[src/rtl/pipeline_hazard_ctrl.sv]
// pipeline_hazard_ctrl: hazard detection, stall/flush sequencing and EX-operand
// forwarding for the 5-stage MIPS pipeline. Stage valid bits, the action state
// and the debug counters are registered. All control and forwarding outputs are
// combinational from that registered state and the current stage inputs.
module pipeline_hazard_ctrl #(
    parameter bit FWD_EN = 1'b1,
    parameter int CNT_W  = 32
) (
    input  logic             clk,
    input  logic             reset,
    input  logic [4:0]       id_rs_addr,
    input  logic [4:0]       id_rt_addr,
    input  logic             id_uses_rs,
    input  logic             id_uses_rt,
    input  logic [4:0]       ex_rs_addr,
    input  logic [4:0]       ex_rt_addr,
    input  logic             ex_reg_write,
    input  logic             ex_mem_read,
    input  logic [4:0]       ex_wr_addr,
    input  logic             mem_reg_write,
    input  logic [4:0]       mem_wr_addr,
    input  logic             wb_reg_write,
    input  logic [4:0]       wb_wr_addr,
    input  logic             branch_taken_mem,
    output logic             pc_write_en,
    output logic             if_id_write_en,
    output logic             if_id_flush,
    output logic             id_ex_flush,
    output logic             ex_mem_flush,
    output logic [1:0]       fwd_a_sel,
    output logic [1:0]       fwd_b_sel,
    output logic [3:0]       stage_valid,
    output logic [1:0]       state,
    output logic [CNT_W-1:0] stall_cnt,
    output logic [CNT_W-1:0] flush_cnt,
    output logic [CNT_W-1:0] retire_cnt
);
    localparam logic [1:0] ST_RUN   = 2'b00;
    localparam logic [1:0] ST_STALL = 2'b01;
    localparam logic [1:0] ST_FLUSH = 2'b10;

    localparam logic [1:0] FWD_RF  = 2'b00;
    localparam logic [1:0] FWD_MEM = 2'b01;
    localparam logic [1:0] FWD_WB  = 2'b10;

    // valid bits ordered {wb, mem, ex, id}
    logic [3:0]       valid_q, valid_d;
    logic [1:0]       state_q, state_d;
    logic [CNT_W-1:0] stall_cnt_q, stall_cnt_d;
    logic [CNT_W-1:0] flush_cnt_q, flush_cnt_d;
    logic [CNT_W-1:0] retire_cnt_q, retire_cnt_d;

    logic v_id, v_ex, v_mem, v_wb;
    logic ex_p, mem_p, wb_p;
    logic ex_hit, mem_hit, wb_hit;
    logic take, hazard, stall;

    assign {v_wb, v_mem, v_ex, v_id} = valid_q;

    // A producer only counts if its stage holds a real instruction writing a
    // non-zero register; $0 is hardwired and never creates a dependency.
    assign ex_p  = v_ex  & ex_reg_write  & (ex_wr_addr  != 5'd0);
    assign mem_p = v_mem & mem_reg_write & (mem_wr_addr != 5'd0);
    assign wb_p  = v_wb  & wb_reg_write  & (wb_wr_addr  != 5'd0);

    assign ex_hit  = (id_uses_rs & (id_rs_addr == ex_wr_addr))  | (id_uses_rt & (id_rt_addr == ex_wr_addr));
    assign mem_hit = (id_uses_rs & (id_rs_addr == mem_wr_addr)) | (id_uses_rt & (id_rt_addr == mem_wr_addr));
    assign wb_hit  = (id_uses_rs & (id_rs_addr == wb_wr_addr))  | (id_uses_rt & (id_rt_addr == wb_wr_addr));

    assign take = branch_taken_mem & v_mem;

    // With forwarding only a load in EX is too late to bypass; without it any
    // in-flight writer of a used source must drain past WB first.
    always_comb begin
        hazard = 1'b0;
        if (FWD_EN) hazard = ex_p & ex_mem_read & ex_hit;
        else        hazard = (ex_p & ex_hit) | (mem_p & mem_hit) | (wb_p & wb_hit);
    end

    // A taken branch squashes everything younger, so it overrides any stall.
    assign stall = v_id & hazard & ~take;

    // Enable/flush outputs: flush on take, freeze front end and bubble EX on stall.
    always_comb begin
        pc_write_en    = 1'b1;
        if_id_write_en = 1'b1;
        if_id_flush    = 1'b0;
        id_ex_flush    = 1'b0;
        ex_mem_flush   = 1'b0;
        if (take) begin
            if_id_flush  = 1'b1;
            id_ex_flush  = 1'b1;
            ex_mem_flush = 1'b1;
        end else if (stall) begin
            pc_write_en    = 1'b0;
            if_id_write_en = 1'b0;
            id_ex_flush    = 1'b1;
        end
    end

    // EX operand bypass select; the younger MEM result wins over WB.
    always_comb begin
        fwd_a_sel = FWD_RF;
        fwd_b_sel = FWD_RF;
        if (FWD_EN && v_ex) begin
            if (mem_p && (mem_wr_addr == ex_rs_addr))     fwd_a_sel = FWD_MEM;
            else if (wb_p && (wb_wr_addr == ex_rs_addr))  fwd_a_sel = FWD_WB;
            if (mem_p && (mem_wr_addr == ex_rt_addr))     fwd_b_sel = FWD_MEM;
            else if (wb_p && (wb_wr_addr == ex_rt_addr))  fwd_b_sel = FWD_WB;
        end
    end

    // Next valid bits, action state and counters. retire_cnt counts cycles in
    // which WB is occupied, including the cycle that starts at this edge, so it
    // stays in step with stage_valid[3].
    always_comb begin
        valid_d[0] = take ? 1'b0 : (stall ? v_id : 1'b1);
        valid_d[1] = (take | stall) ? 1'b0 : v_id;
        valid_d[2] = take ? 1'b0 : v_ex;
        valid_d[3] = v_mem;

        state_d = ST_RUN;
        if (take)       state_d = ST_FLUSH;
        else if (stall) state_d = ST_STALL;

        stall_cnt_d  = stall_cnt_q  + {{(CNT_W-1){1'b0}}, stall};
        flush_cnt_d  = flush_cnt_q  + {{(CNT_W-1){1'b0}}, take};
        retire_cnt_d = retire_cnt_q + {{(CNT_W-1){1'b0}}, valid_d[3]};
    end

    // State registers with synchronous active-low reset; reset drops any pending hazard.
    always_ff @(posedge clk) begin
        if (!reset) begin
            valid_q      <= 4'b0000;
            state_q      <= ST_RUN;
            stall_cnt_q  <= '0;
            flush_cnt_q  <= '0;
            retire_cnt_q <= '0;
        end else begin
            valid_q      <= valid_d;
            state_q      <= state_d;
            stall_cnt_q  <= stall_cnt_d;
            flush_cnt_q  <= flush_cnt_d;
            retire_cnt_q <= retire_cnt_d;
        end
    end

    assign stage_valid = valid_q;
    assign state       = state_q;
    assign stall_cnt   = stall_cnt_q;
    assign flush_cnt   = flush_cnt_q;
    assign retire_cnt  = retire_cnt_q;

endmodule

[config.mk]
export PLATFORM = sky130hd
export DESIGN_NAME = pipeline_hazard_ctrl
export DESIGN_NICKNAME = d
export VERILOG_FILES = /design/src/rtl/pipeline_hazard_ctrl.sv
export SDC_FILE = /design/constraint.sdc
export NUM_CORES = 1
export LEC_CHECK = 0
export CORE_ASPECT_RATIO = 0.7
export CORE_MARGIN = 4
export CORE_UTILIZATION = 55
export DETAILED_ROUTE_END_ITERATION = 7
export DONT_BUFFER_PORTS = 1
export GPL_TIMING_DRIVEN = 1
export PLACE_DENSITY = 0.7
export REMOVE_ABC_BUFFERS = 1
export SLEW_MARGIN = 25
export SYNTH_ARGS = -nofsm -noshare
export SYNTH_HDL_FRONTEND = slang
export SYNTH_SLANG_ARGS = --single-unit
[constraint.sdc]
create_clock -name clk -period 3.5 [get_ports clk]
set_input_delay 0.7 -clock clk [delete_from_list [all_inputs] [get_ports clk]]
set_output_delay 0.7 -clock clk [all_outputs]
set_load 0.02 [all_outputs]
==> summary.md <==
| Metric | Value |
|---|---|
| Status | completed |
| Layout cells sized above 1 | 0.0518 |
| EDFF count, synth | 0 |
| Core ar. | roughly 8700 um^2 |
| Routed wire length | 12400 um |
| Setup Skew | 0.00769 ns |
| Area Overhead vs Synth | 8.35% |
| Final Wtd Congestion | 0.773 |
| Post-Syn Area | 5020 um^2 |
| Tightest Pin Transition | between 0.8 and 0.9 ns |
| Post-DRT Antenna Nets | 0 |
| Reg area | 2040 um^2 |
| Multi-input gate area | 2810 um^2 |
| # port buffers | 0 |
| Worst skew pair latency | 0.35 ns |
| Leakage | 1.70 nW |
| Global route overflow | 0 |
| # nets final | approximately 620 |
| Synth top area cells | dfxtp_1 (41%), or4_1 (6.3%), xor2_1 (6.3%) |
| Filler cells | 737 |
| Post-synth cell types | 37 |
| Critical path peak fanout | 12 |
| YS warnings | 0 |
| Max Fclk | between 300 and 400 MHz |
| Global-route wire length before repair | 20100 um |
| Initial antenna violation count | 0 |
| Initial core utilization | 0.580 |
| Remaining DRCs | 0 |
| Pwr Density | approximately 430 nW/um^2 |
| Setup Buffers After CTS | 0 |
| Cell taking the most area after synthesis | dfxtp_1 |
| Clock transition at path regs | 0.07 ns |
| Most frequent cells in the layout | dfxtp_1 (102), a21oi_1 (55), or4_1 (42) |
| VDD IR max | 275 uV |
| Iter 0 DRT Violations | 280 |
| Yosys reg bits | 102 |
| Row cnt | 28 |
| Final slew viol count | 0 |
| Post-CTS Hold Buffers | 0 |
| Worst EP arrival | 3.32 ns |
| CP Data Required Time | 3.78 ns |
| Largest net degree at the start of global routing | 35 |
| Clk buf depth | 2 |
| Clock root cell | clkbuf_16 |
| Post-CTS resize count | 0 |
| Setup CP Type | reg2reg |
| Total CTS buffers | 9 |
| Synth top area share | 0.407 |
| Syn_area_per_cell | 8.60 um^2 |
| Path type of the worst min-delay path | in2reg |
| DR vias | approximately 4500 |
| RSZ-0062 raised after global routing | no |
| Max-cap violations | 0 |
| DR pass1 iterations | 6 |
| Reg2reg setup slack | 0.46 ns |
| Final period util | 0.867 |
| Routed len/inst | 17.8 um |
| Ys async rst share | 0 |
| CP Capture Type | register |
| Clock Sinks | 102 |
| DP Wirelength | 8970 um |
| Crit path time final | 3.04 ns |
| Synth Flop Type | dfxtp_1 |
| Sequential fraction of the synthesis area | 0.407 |
| Antenna fix cells | 0 |
| Die height | slightly below 90 um |
| Max H-tree Level | 3 |
| CTS tree | done |
| Final Hold Fails | 0 |
| Final setup vio count | 0 |
| Commonest non-fill, non-tap cell in the layout | dfxtp_1 |
| GR Util All Layers | 0.231 |
| Total power | 0.00233 W |
| Vias/cell | approximately 6.4 |
| Mapped Cells | 584 |
| DIE WIDTH | roughly 120 um |
| Nature of the critical path startpoint | register |
| Fin Setup TNS | 0 ns |
| Headroom to the max-slew limit | 0.400 |
| Vias in the first global route | 4203 |
| # IOs | 155 |
| Overall die area | around 11000 um^2 |
-- sequential cells by signal, indices dropped and copies added (netlist names) --
name and flops:
retire_cnt 32, stage_valid 4, flush_cnt 32, stall_cnt 32, state 2
-- cells in the mapped netlist, types with 16 or more instances --
cell and number:
nand4_1 32, nor2_1 34, or4_1 42, a21oi_1 55, nand3_1 31, clkbuf_1 20, xor2_1 36, and2_1 16
dfxtp_1 102, nand2_1 40, o31ai_1 38, xnor2_1 27
-- metrics by stage --
stage	instance area, um^2	hold slack, ns	util	worst slack (ns)	instances
after floorplan	4890	0.521	-	0.303	554
after global placement	5110	0.543	0.590	0.258	683
after detailed placement	5110	0.556	0.590	0.175	683
after CTS	5440	0.470	0.629	0.475	699
after global routing	5440	0.460	0.629	0.232	699
final	5440	0.482	0.629	0.465	699
-- kinds of logic after synthesis --
group	Yosys count	synth area share
AO/OA/AOI/OAI	116	0.139
XOR/XNOR	63	0.110
adder cells (fa/ha/maj)	6	0.0150
buffers and inverters	41	0.0344
flip-flops	102	0.407
multiplexers	3	0.00598
AND/OR/NAND/NOR	253	0.289
-- report_power, final --
part	switching (W)	leakage, nW	internal [W]
clock	0.000445	0.159	0.000651
combinational	0.0000363	0.717	0.0000293
sequential	0.00000737	0.822	0.00116
-- area by class of cell --
type,instances,area share
inverter,11,0.00759
tap,120,0.0276
sequential,102,0.375
timing repair buffer,9,0.0124
multi-input combinational,441,0.516
clock inverter,6,0.0173
clock buffer,10,0.0439
-- routing by layer --
layer | part of all wire | up-vias | track usage | wire length (um)
li1 | - | 2157 | - | -
met1 | 0.42 | 2119 | 0.270 | 5200
met2 | 0.47 | 165 | 0.390 | 5850
met3 | 0.10 | 10 | 0.111 | 1260
met4 | 0.0079 | 0 | 0.0488 | 98
met5 | 0 | - | 0 | 0
-- final timing paths --
check | startpoint | cells after the start | endpoint
setup reg to reg | stage_valid[1] | 10 | stall_cnt[22]
setup / recovery | stage_valid[1] | 10 | stall_cnt[22]
hold / removal | reset | 1 | flush_cnt[0]
hold reg to reg | stage_valid[0] | 2 | stage_valid[1]
-- worst max-delay path, cell delays in order, from the launching register on --
cell	delay (ns)
dfxtp_1	0.52
nand4_1	0.17
a21o_1	0.19
nor3_1	0.29
ha_1	0.32
ha_1	0.23
and4_1	0.20
nand3_1	0.16
buf_4	0.23
or4_1	0.50
a21oi_1	0.15
(Power assumes the default switching activity.)
